File: src/rtl/instruction_memory_loader_pkg.sv
// Shared definitions for the instruction memory loader and the instruction
// memory's word assembly: word/byte geometry and the loader state encoding.
package instruction_memory_loader_pkg;

  localparam int WORD_WIDTH     = 32;
  localparam int BYTE_WIDTH     = 8;
  localparam int BYTES_PER_WORD = WORD_WIDTH / BYTE_WIDTH;
  localparam int BYTE_IDX_WIDTH = $clog2(BYTES_PER_WORD);

  typedef logic [WORD_WIDTH-1:0]     word_t;
  typedef logic [BYTE_WIDTH-1:0]     byte_t;
  typedef logic [BYTE_IDX_WIDTH-1:0] byte_idx_t;

  typedef enum logic [1:0] {
    ST_IDLE  = 2'd0,
    ST_WRITE = 2'd1,
    ST_DONE  = 2'd2
  } state_t;

  // Most significant byte of a word: the first byte written (big-endian order).
  function automatic byte_t msb_byte(input word_t w);
    return w[WORD_WIDTH-1 -: BYTE_WIDTH];
  endfunction

endpackage : instruction_memory_loader_pkg

File: src/rtl/instruction_memory_loader_if.sv
// Word stream in, byte write port out, plus load status. The source side uses
// the master modport, the loader the slave modport.
interface instruction_memory_loader_if
  import instruction_memory_loader_pkg::*;
#(
  parameter int ADDR_WIDTH = 16
);

  // Word stream from the boot/test-load source
  logic                  word_valid;
  word_t                 word_data;
  logic                  word_last;
  logic                  word_ready;

  // Byte write port towards the instruction memory
  logic                  mem_we;
  logic [ADDR_WIDTH-1:0] mem_addr;
  byte_t                 mem_wdata;

  // Load status
  logic                  done;
  logic [ADDR_WIDTH-2:0] word_count;

  modport master (
    output word_valid, word_data, word_last,
    input  word_ready, mem_we, mem_addr, mem_wdata, done, word_count
  );

  modport slave (
    input  word_valid, word_data, word_last,
    output word_ready, mem_we, mem_addr, mem_wdata, done, word_count
  );

endinterface : instruction_memory_loader_if

File: src/rtl/instruction_memory_loader.sv
// Serialises 32-bit instruction words into four big-endian byte writes.
// Every output is taken straight from a register so the byte write port and
// the handshake carry no combinational path from the inputs.
module instruction_memory_loader
  import instruction_memory_loader_pkg::*;
#(
  parameter int                    ADDR_WIDTH = 16,
  parameter logic [ADDR_WIDTH-1:0] BASE_ADDR  = '0
) (
  input  logic                        clk,
  input  logic                        rst,    // asynchronous, active-low
  input  logic                        clear,  // synchronous abort and restart
  instruction_memory_loader_if.slave  bus
);

  localparam logic [ADDR_WIDTH-1:0] PTR_ONE   = {{(ADDR_WIDTH-1){1'b0}}, 1'b1};
  localparam logic [ADDR_WIDTH-2:0] COUNT_ONE = {{(ADDR_WIDTH-2){1'b0}}, 1'b1};
  localparam byte_idx_t             LAST_IDX  = byte_idx_t'(BYTES_PER_WORD - 1);

  state_t                state, state_next;
  logic [ADDR_WIDTH-1:0] ptr, ptr_next;
  word_t                 shift, shift_next;
  byte_idx_t             byte_idx, byte_idx_next;
  logic                  last_q, last_next;
  logic [ADDR_WIDTH-2:0] count, count_next;
  logic                  ready_q, ready_next;

  logic [ADDR_WIDTH-1:0] ptr_inc;
  logic                  transfer;

  assign ptr_inc  = ptr + PTR_ONE;
  assign transfer = bus.word_valid && ready_q;

  // Next-state and datapath update: clear overrides every transition.
  always_comb begin
    // NOTE: every signal gets a default before the case so no path leaves it unassigned and no latch is inferred.
    state_next    = state;
    ptr_next      = ptr;
    shift_next    = shift;
    byte_idx_next = byte_idx;
    last_next     = last_q;
    count_next    = count;

    if (clear) begin
      state_next    = ST_IDLE;
      ptr_next      = BASE_ADDR;
      byte_idx_next = '0;
      count_next    = '0;
    end else begin
      unique case (state)
        ST_IDLE: begin
          if (transfer) begin
            shift_next    = bus.word_data;
            last_next     = bus.word_last;
            byte_idx_next = '0;
            state_next    = ST_WRITE;
          end
        end

        ST_WRITE: begin
          ptr_next      = ptr_inc;
          shift_next    = shift << BYTE_WIDTH;
          byte_idx_next = byte_idx + 1'b1;
          if (byte_idx == LAST_IDX) begin
            count_next = count + COUNT_ONE;
            // A wrapped pointer means the top byte was just written: memory full.
            state_next = (last_q || (ptr_inc == '0)) ? ST_DONE : ST_IDLE;
          end
        end

        ST_DONE: begin
          state_next = ST_DONE;
        end

        default: begin
          state_next = ST_IDLE;
        end
      endcase
    end

    // Ready is registered so it depends only on state, and stays low in reset.
    ready_next = (state_next == ST_IDLE);
  end

  // State register.
  always_ff @(posedge clk or negedge rst) begin
    // NOTE: sequential state uses non-blocking assignments so all registers update together from pre-edge values.
    if (!rst) begin
      state <= ST_IDLE;
    end else begin
      state <= state_next;
    end
  end

  // Datapath registers: pointer, shift register, byte index, counters.
  always_ff @(posedge clk or negedge rst) begin
    // NOTE: the shift register is reset too, because mem_wdata is read straight from it and must be 0 in reset.
    if (!rst) begin
      ptr      <= BASE_ADDR;
      shift    <= '0;
      byte_idx <= '0;
      last_q   <= 1'b0;
      count    <= '0;
      ready_q  <= 1'b0;
    end else begin
      ptr      <= ptr_next;
      shift    <= shift_next;
      byte_idx <= byte_idx_next;
      last_q   <= last_next;
      count    <= count_next;
      ready_q  <= ready_next;
    end
  end

  assign bus.word_ready = ready_q;
  assign bus.mem_we     = (state == ST_WRITE);
  assign bus.mem_addr   = ptr;
  assign bus.mem_wdata  = msb_byte(shift);
  assign bus.done       = (state == ST_DONE);
  assign bus.word_count = count;

`ifndef SYNTHESIS
  // A word is never accepted while its predecessor is still being written.
  assert property (@(posedge clk) disable iff (!rst) bus.mem_we |-> !bus.word_ready);
  // Nothing is written once the image is complete.
  assert property (@(posedge clk) disable iff (!rst) bus.done |-> !bus.mem_we);
`endif

endmodule : instruction_memory_loader

File: src/flat_wrapper.sv
// flat-port wrapper written by rule: the top's interface ports become plain ports
module instruction_memory_loader_flat import instruction_memory_loader_pkg::*;
#(
  parameter int                    ADDR_WIDTH = 16,
  parameter logic [ADDR_WIDTH-1:0] BASE_ADDR  = '0
)
  (clk, rst, clear, bus_word_valid, bus_word_data, bus_word_last, bus_word_ready, bus_mem_we, bus_mem_addr, bus_mem_wdata, bus_done, bus_word_count);
  instruction_memory_loader_if #(.ADDR_WIDTH(ADDR_WIDTH)) bus_i ();
  input  logic clk;
  input  logic rst;
  input  logic clear;
  input wire logic [$bits(bus_i.word_valid)-1:0] bus_word_valid;
  input wire logic [$bits(bus_i.word_data)-1:0] bus_word_data;
  input wire logic [$bits(bus_i.word_last)-1:0] bus_word_last;
  output wire logic [$bits(bus_i.word_ready)-1:0] bus_word_ready;
  output wire logic [$bits(bus_i.mem_we)-1:0] bus_mem_we;
  output wire logic [$bits(bus_i.mem_addr)-1:0] bus_mem_addr;
  output wire logic [$bits(bus_i.mem_wdata)-1:0] bus_mem_wdata;
  output wire logic [$bits(bus_i.done)-1:0] bus_done;
  output wire logic [$bits(bus_i.word_count)-1:0] bus_word_count;
  assign bus_i.word_valid = bus_word_valid;
  assign bus_i.word_data = bus_word_data;
  assign bus_i.word_last = bus_word_last;
  assign bus_word_ready = bus_i.word_ready;
  assign bus_mem_we = bus_i.mem_we;
  assign bus_mem_addr = bus_i.mem_addr;
  assign bus_mem_wdata = bus_i.mem_wdata;
  assign bus_done = bus_i.done;
  assign bus_word_count = bus_i.word_count;
  instruction_memory_loader #(.ADDR_WIDTH(ADDR_WIDTH), .BASE_ADDR(BASE_ADDR)) u_core (.clk(clk), .rst(rst), .clear(clear), .bus(bus_i));
endmodule
File: config.mk
export PLATFORM = sky130hd
export DESIGN_NAME = instruction_memory_loader_flat
export DESIGN_NICKNAME = d
export VERILOG_FILES = /design/src/rtl/instruction_memory_loader_pkg.sv /design/src/rtl/instruction_memory_loader_if.sv /design/src/rtl/instruction_memory_loader.sv /design/src/flat_wrapper.sv
export SDC_FILE = /design/constraint.sdc
export NUM_CORES = 1
export LEC_CHECK = 0
export CAP_MARGIN = 20
export CORE_MARGIN = 1.5
export CORE_UTILIZATION = 33
export CTS_BUF_LIST = sky130_fd_sc_hd__clkbuf_16
export DETAILED_ROUTE_END_ITERATION = 16
export HOLD_SLACK_MARGIN = 0.03
export SLEW_MARGIN = 10
export SYNTH_ARGS = -nofsm -noshare
export SYNTH_HDL_FRONTEND = slang
export SYNTH_SLANG_ARGS = --single-unit
File: constraint.sdc
create_clock -name clk -period 2.15 [get_ports clk]
set_input_delay 0.215 -clock clk [delete_from_list [all_inputs] [get_ports clk]]
set_output_delay 0.215 -clock clk [all_outputs]
set_load 0.01 [all_outputs]
==> impl_metrics.tcl, run 1 <==
set metrics [dict create \
    status "finished clean" \
    hold_viol_final 0 \
    ant_nets 0 \
    reg2reg_to "u_core.bus.word_ready" \
    cp_cell_sequence "nand2b_1, inv_4, clkdlybuf4s50_1" \
    nNetsFinal 448 \
    slowest_delay_ns 0.60 \
    slew_viol_final 0 \
    muxShareOfSynthArea_pct 7.86 \
    critical_path_class "flop to primary output" \
    synth_top_family_by_area "simple AND/OR/NAND/NOR gates" \
    routedWlPerCell_um 14.2 \
    grt_pass1_wl_um 12900 \
    cts_sinks 69 \
    dr.pass1.iters 4 \
    maxSlewHeadroom_pct 60.4 \
    n_fill_cell 990 \
    cp-startpoint "u_core.state[0]" \
    synth_fa_ha_area_share_pct 1.12 \
    skew_ns 0.00559 \
    grt_pass1_vias 2602 \
    synth_seq_cells 69 \
    fin_crit_ns 2.05 \
    yosysWarningCount 0 \
    ios 79 \
    n_antenna_cell 0 \
    irDropWorstVdd_mv 0.402 \
    dieHeight_um 104 \
    gp_congestion 0.799 \
    dp_hpwl_um 5460 \
    period_share_pct 95.4 \
    syn_nets 372 \
    drc 0 \
    via_per_inst 4.82 \
    cts_buffers 9 \
    cts-root-buf "clkbuf_16" \
    start_kind "flop" \
    crit_buf_inv 2 \
    endpoint "bus_mem_we" \
    tritoncts "done" \
    instances_no_fill 545 \
    drive_gt1_share_pct 7.52 \
    synthSimpleGateAreaFrac_pct 18.0 \
    end_kind "primary output" \
    coreArea_mm2 0.00982 \
    htreeDepth 3 \
    min_path_type "primary input to async pin" \
    drt_iter0_markers 97 \
    antenna_found_initial 0 \
    grtUsageTotal_pct 15.0 \
    max_cap_viol_count 0 \
    syn_area_mm2 0.00334 \
    clkTransAtPathRegs_ns 0.05 \
    cp_num_cells 3 \
    synth_compound_area_share_pct 10.1 \
    synth_cell_types 39 \
    setup_viol 0 \
    p_leak_nw 1.92 \
    r2r_cells 5 \
    crit_slowest_cell "clkdlybuf4s50_1" \
    ys_seq_area_share_pct 51.6 \
    wl_um 7730 \
    fin_worst_hold_slack_ns 0.427 \
    syn2layout_area_growth_pct 34.8 \
    placedCellCount 529 \
    cpLargestDelayFamily "buffers and inverters" \
    synth_xor_area_share_pct 6.81 \
    grt_max_degree 58 \
    r2r-start "u_core.bus.mem_addr[3]" \
    clk_latency_ns 0.32 \
    worst_pin_slew_ns 0.594 \
    clock_path_buffers 2 \
    p_total_mw 3.25 \
    synth.avg_cell_area_um2 10.1 \
    die-area_mm2 0.0107 \
    rows 36 \
    overflow 0 \
    p_per_area_mw_per_mm2 722 \
    synth_cells 332 \
    initial_core_util_pct 34.0 \
    rrSetupSlack_ns 0.29 \
    worstPathArrival_ns 1.84 \
    cp.required_ns 1.93 \
    vias 2629 \
    io_buffer_count 78 \
    crit_path_max_fanout 13 \
    die_w_um 104 \
    fmax_mhz 488 \
    setup-tns-final_ns 0 \
]
cell usage after synthesis:
library cell | number | area, um2
buf_6 | 1 | 11.3
a31oi_1 | 1 | 6.26
o2111ai_1 | 1 | 8.76
nand4_2 | 1 | 12.5
buf_4 | 8 | 60.1
nor4_4 | 1 | 21.3
nand2_1 | 43 | 161
dfrtp_1 | 69 | 1730
clkbuf_1 | 9 | 33.8
and3_1 | 2 | 12.5
nor3_1 | 5 | 25.0
a21oi_1 | 15 | 75.1
and4b_1 | 1 | 10.0
inv_1 | 2 | 7.51
or3_1 | 5 | 31.3
a22o_1 | 9 | 78.8
ha_1 | 3 | 37.5
xnor2_1 | 11 | 96.3
xor2_1 | 15 | 131
nand4_1 | 7 | 43.8
nand4_4 | 1 | 21.3
mux2i_1 | 24 | 240
nor2b_1 | 1 | 6.26
nand2b_1 | 2 | 12.5
nand3_1 | 10 | 50.1
buf_2 | 4 | 20.0
or2_2 | 1 | 6.26
nor4_1 | 3 | 18.8
inv_2 | 1 | 3.75
nor2_1 | 33 | 124
clkbuf_2 | 1 | 5.00
o211ai_1 | 2 | 15.0
o21ai_0 | 31 | 155
and4_1 | 2 | 17.5
mux2_2 | 2 | 22.5
nor4_2 | 1 | 12.5
or4_1 | 1 | 7.51
or2_1 | 1 | 6.26
buf_1 | 2 | 7.51
sequential cells by signal, summed over array words and instances (netlist names):
name,cells
u_core.bus.mem_addr,16
u_core.bus.word_count,15
u_core.bus.word_ready,1
u_core.byte_idx,2
u_core.last_q,1
u_core.shift,32
u_core.state,2
where the power goes:
part           leakage (nW)  switching, mW  internal (mW)
Clock                 0.136          0.523          0.752
Sequential            0.913         0.0838           1.43
Combinational         0.872          0.218          0.246
Total                  1.92          0.825           2.43
layout make-up:
type | instances | area, um2 | share of cell area (%)
clock inverters | 6 | 25.0 | 0.555
repair buffers | 90 | 881 | 19.6
inverters | 3 | 13.8 | 0.305
multi-input cells | 235 | 1470 | 32.6
flip-flops and latches | 69 | 1730 | 38.3
clock buffers | 9 | 225 | 5.00
well taps | 133 | 166 | 3.69
timing repair:
item | in CTS | in global routing
gates resized for setup | 0 | 1
endpoints found under the setup margin | 0 | 1
hold buffers | 1 | 0
hold endpoints to repair | 22 | 0
setup buffers | 0 | 0
worst min-delay path by stage:
stage,from,endpoint,slack (ns),cells after the start
finish,rst,u_core.shift[0],0.43,2
detailed placement,rst,u_core.shift[6],0.26,1
global placement,rst,u_core.shift[0],0.25,1
floorplan,rst,u_core.bus.mem_addr[0],-0.08,0
CTS,rst,u_core.shift[8],0.45,2
global route,rst,u_core.shift[6],0.50,2
stage by stage:
step	worst slack (ns)	utilization (%)	cell area, um2
final	0.0993	45.9	4510
after global routing	-0.00183	45.9	4510
after CTS	0.0331	45.9	4500
after detailed placement	0.305	43.2	4240
after global placement	0.339	43.2	4240
after floorplan	0.272	-	3340
layer usage:
layer / share of wire (%) / track usage [%] / wire length (um)
met4: 1.1 / 4.86 / 87
met2: 45 / 23.0 / 3440
met5: 0 / 0 / 0
met3: 7.0 / 5.16 / 538
met1: 47 / 19.9 / 3660
placed cells by master (no fill, tap or decap), types with 5 or more instances in the layout:
cell type	instances
nor2_1	33
xnor2_1	11
inv_1	5
dfrtp_1	69
buf_4	10
mux2i_1	24
a21oi_1	15
o21ai_0	31
a22o_1	9
xor2_1	15
nand4_1	7
nand2_1	43
clkdlybuf4s50_1	77
or3_1	5
clkbuf_16	9
nor3_1	5
nand3_1	10
logic make-up after synthesis:
group	after synthesis
compound gates	59
xor+xnor	26
fa+ha+maj	3
buf+inv	28
flops	69
mux	26
simple gates	121
No activity file was read; power rests on OpenSTA's default activity.
==> run 2, diff against run 1 <==
CORE_UTILIZATION = 50   (was 33)
PLACE_DENSITY = 0.8   (was default)
==> run 2 against run 1 <==
The run now ends with DRC left; global-route usage grew 6.6 points; non-clock buffer count shrank 2; cell count shrank 10%; highest routed layer unchanged; critical path depth is the same; die area shrank 33%; power grew 5.6%; critical path type unchanged; cell area shrank 0.56%; maximum frequency grew 1.4%; first-iteration DRC count grew 56%; clock-buffer cell count is the same; worst hold slack gained 0.056 ns; register-to-register slack gained 0.02 ns.
==> impl_metrics.tcl, run 2 (synthesis gave the netlist of run 1 again) <==
set metrics [dict create \
    syn2layout_area_growth_pct 34.0 \
    clock_path_buffers 2 \
    irDropWorstVdd_mv 0.469 \
    grt_pass1_wl_um 12200 \
    final_common_cell "clkdlybuf4s50_1" \
    largest_reg_flops 32 \
    multi_input_area_mm2 0.00147 \
    setup_viol 0 \
    placedCellCount 471 \
    slew_viol_final 0 \
    io_buffer_count 78 \
    vias 2649 \
    period_share_pct 94.1 \
    die_w_um 84.8 \
    n_fill_cell 470 \
    dieHeight_um 84.8 \
    ios 79 \
    max_cap_viol_count 0 \
    htreeDepth 3 \
    end_kind "primary output" \
    crit_path_max_fanout 8 \
    via_per_inst 5.43 \
    seq_area_mm2 0.00173 \
    final_util_pct 69.8 \
    grt_max_degree 58 \
    clkTransAtPathRegs_ns 0.06 \
    coreArea_mm2 0.00642 \
    cts_sinks 69 \
    holdPathStages 2 \
    rows 29 \
    p_total_mw 3.44 \
    drive_gt1_share_pct 8.27 \
    reg2reg_to "u_core.bus.word_ready" \
    n_antenna_cell 0 \
    clk_latency_ns 0.32 \
    cts_buffers 9 \
    die-area_mm2 0.00719 \
    fin_crit_ns 2.02 \
    p_leak_nw 1.92 \
    layout_common_cells "clkdlybuf4s50_1 (77), dfrtp_1 (69), nand2_1 (43), nor2_1 (33), o21ai_0 (31)" \
    worstHoldStart "u_core.shift[11]" \
    hold_viol_final 0 \
    initial_core_util_pct 52.1 \
    dp_worst_setup_slack_ns 0.331 \
    r2r-start "u_core.bus.mem_addr[0]" \
    cts_setup_buffers 0 \
    skew_ns 0.00489 \
    grt_busiest_layer "met2" \
    met1_usage_pct 30.3 \
    fmax_mhz 494 \
    drc 4 \
    dp_hpwl_um 5140 \
    grt_setup_unrepaired "false" \
    min_to "u_core.shift[11]" \
    nNetsFinal 446 \
    grt_use_met3_pct 4.62 \
    grtUsageTotal_pct 21.6 \
    start_kind "flop" \
    rrSetupSlack_ns 0.31 \
    critical_path_class "flop to primary output" \
    maxSlewHeadroom_pct 50.0 \
    overflow 0 \
    fin_worst_hold_slack_ns 0.483 \
    gp_congestion 0.860 \
    wl_um 7190 \
    worstPathArrival_ns 1.81 \
    fin_area_mm2 0.00448 \
    cp.required_ns 1.93 \
    violations "DRC" \
    largest-register "u_core.shift" \
    antenna_found_initial 0 \
    dr.pass1.iters 10 \
    grt_pass1_vias 2604 \
    placed_cell_area_mm2 0.00417 \
    drt_iter0_markers 151 \
    ant_nets 0 \
    instances_no_fill 488 \
    setup-tns-final_ns 0 \
    min_path_type "flop to flop" \
    cts-root-buf "clkbuf_16" \
    p_per_area_mw_per_mm2 767 \
    r2r_cells 6 \
    status "finished, violations left" \
    worst_pin_slew_ns 0.751 \
    tritoncts "done" \
    routedWlPerCell_um 14.7 \
    met2_usage_pct 32.9 \
    worst_slack_ns 0.127 \
]
## run 2: worst max-delay path, cell delays in order, from the launching register on
cell	delay (ns)
dfrtp_1	0.46
nand2b_1	0.26
inv_2	0.18
clkdlybuf4s50_1	0.58
## run 2: final cells by class
cell class / count / share of cell area, %
clock buffer: 9 / 5.03
clock inverter: 7 / 1.68
sequential: 69 / 38.5
timing repair buffer: 88 / 19.6
tap: 77 / 2.15
multi-input combinational: 235 / 32.8
inverter: 3 / 0.251
## run 2: repair_timing
| action | in CTS | in global routing |
|---|---|---|
| hold endpoints to repair | 32 | 0 |
| hold buffers | 1 | 0 |
| resized for setup | 0 | 0 |
## run 2: worst max-delay path by stage
| stage | startpoint | cells past startpoint | slack [ns] | to |
|---|---|---|---|---|
| after floorplan | u_core.bus.mem_addr[0] | 6 | 0.27 | u_core.bus.word_ready |
| after global placement | bus_word_valid | 5 | 0.40 | u_core.shift[5] |
| after detailed placement | u_core.bus.mem_addr[0] | 6 | 0.33 | u_core.bus.word_ready |
| after CTS | u_core.state[1] | 3 | 0.11 | bus_mem_we |
| after global routing | u_core.state[1] | 3 | 0.02 | bus_mem_we |
| final | u_core.state[1] | 3 | 0.13 | bus_mem_we |
## run 2: power breakdown
| group | leakage, nW | switching [mW] | internal [mW] |
|---|---|---|---|
| Clock | 0.138 | 0.560 | 0.900 |
| Combinational | 0.867 | 0.215 | 0.249 |
| Sequential | 0.913 | 0.0819 | 1.43 |
| Total | 1.92 | 0.857 | 2.58 |
## run 2: routing by layer
metal	part of all wire [%]	vias to the layer above	wire length, um
li1	-	1294	-
met1	48	1268	3430
met2	46	75	3340
met3	4.3	12	309
met4	1.5	0	110
met5	0	-	0
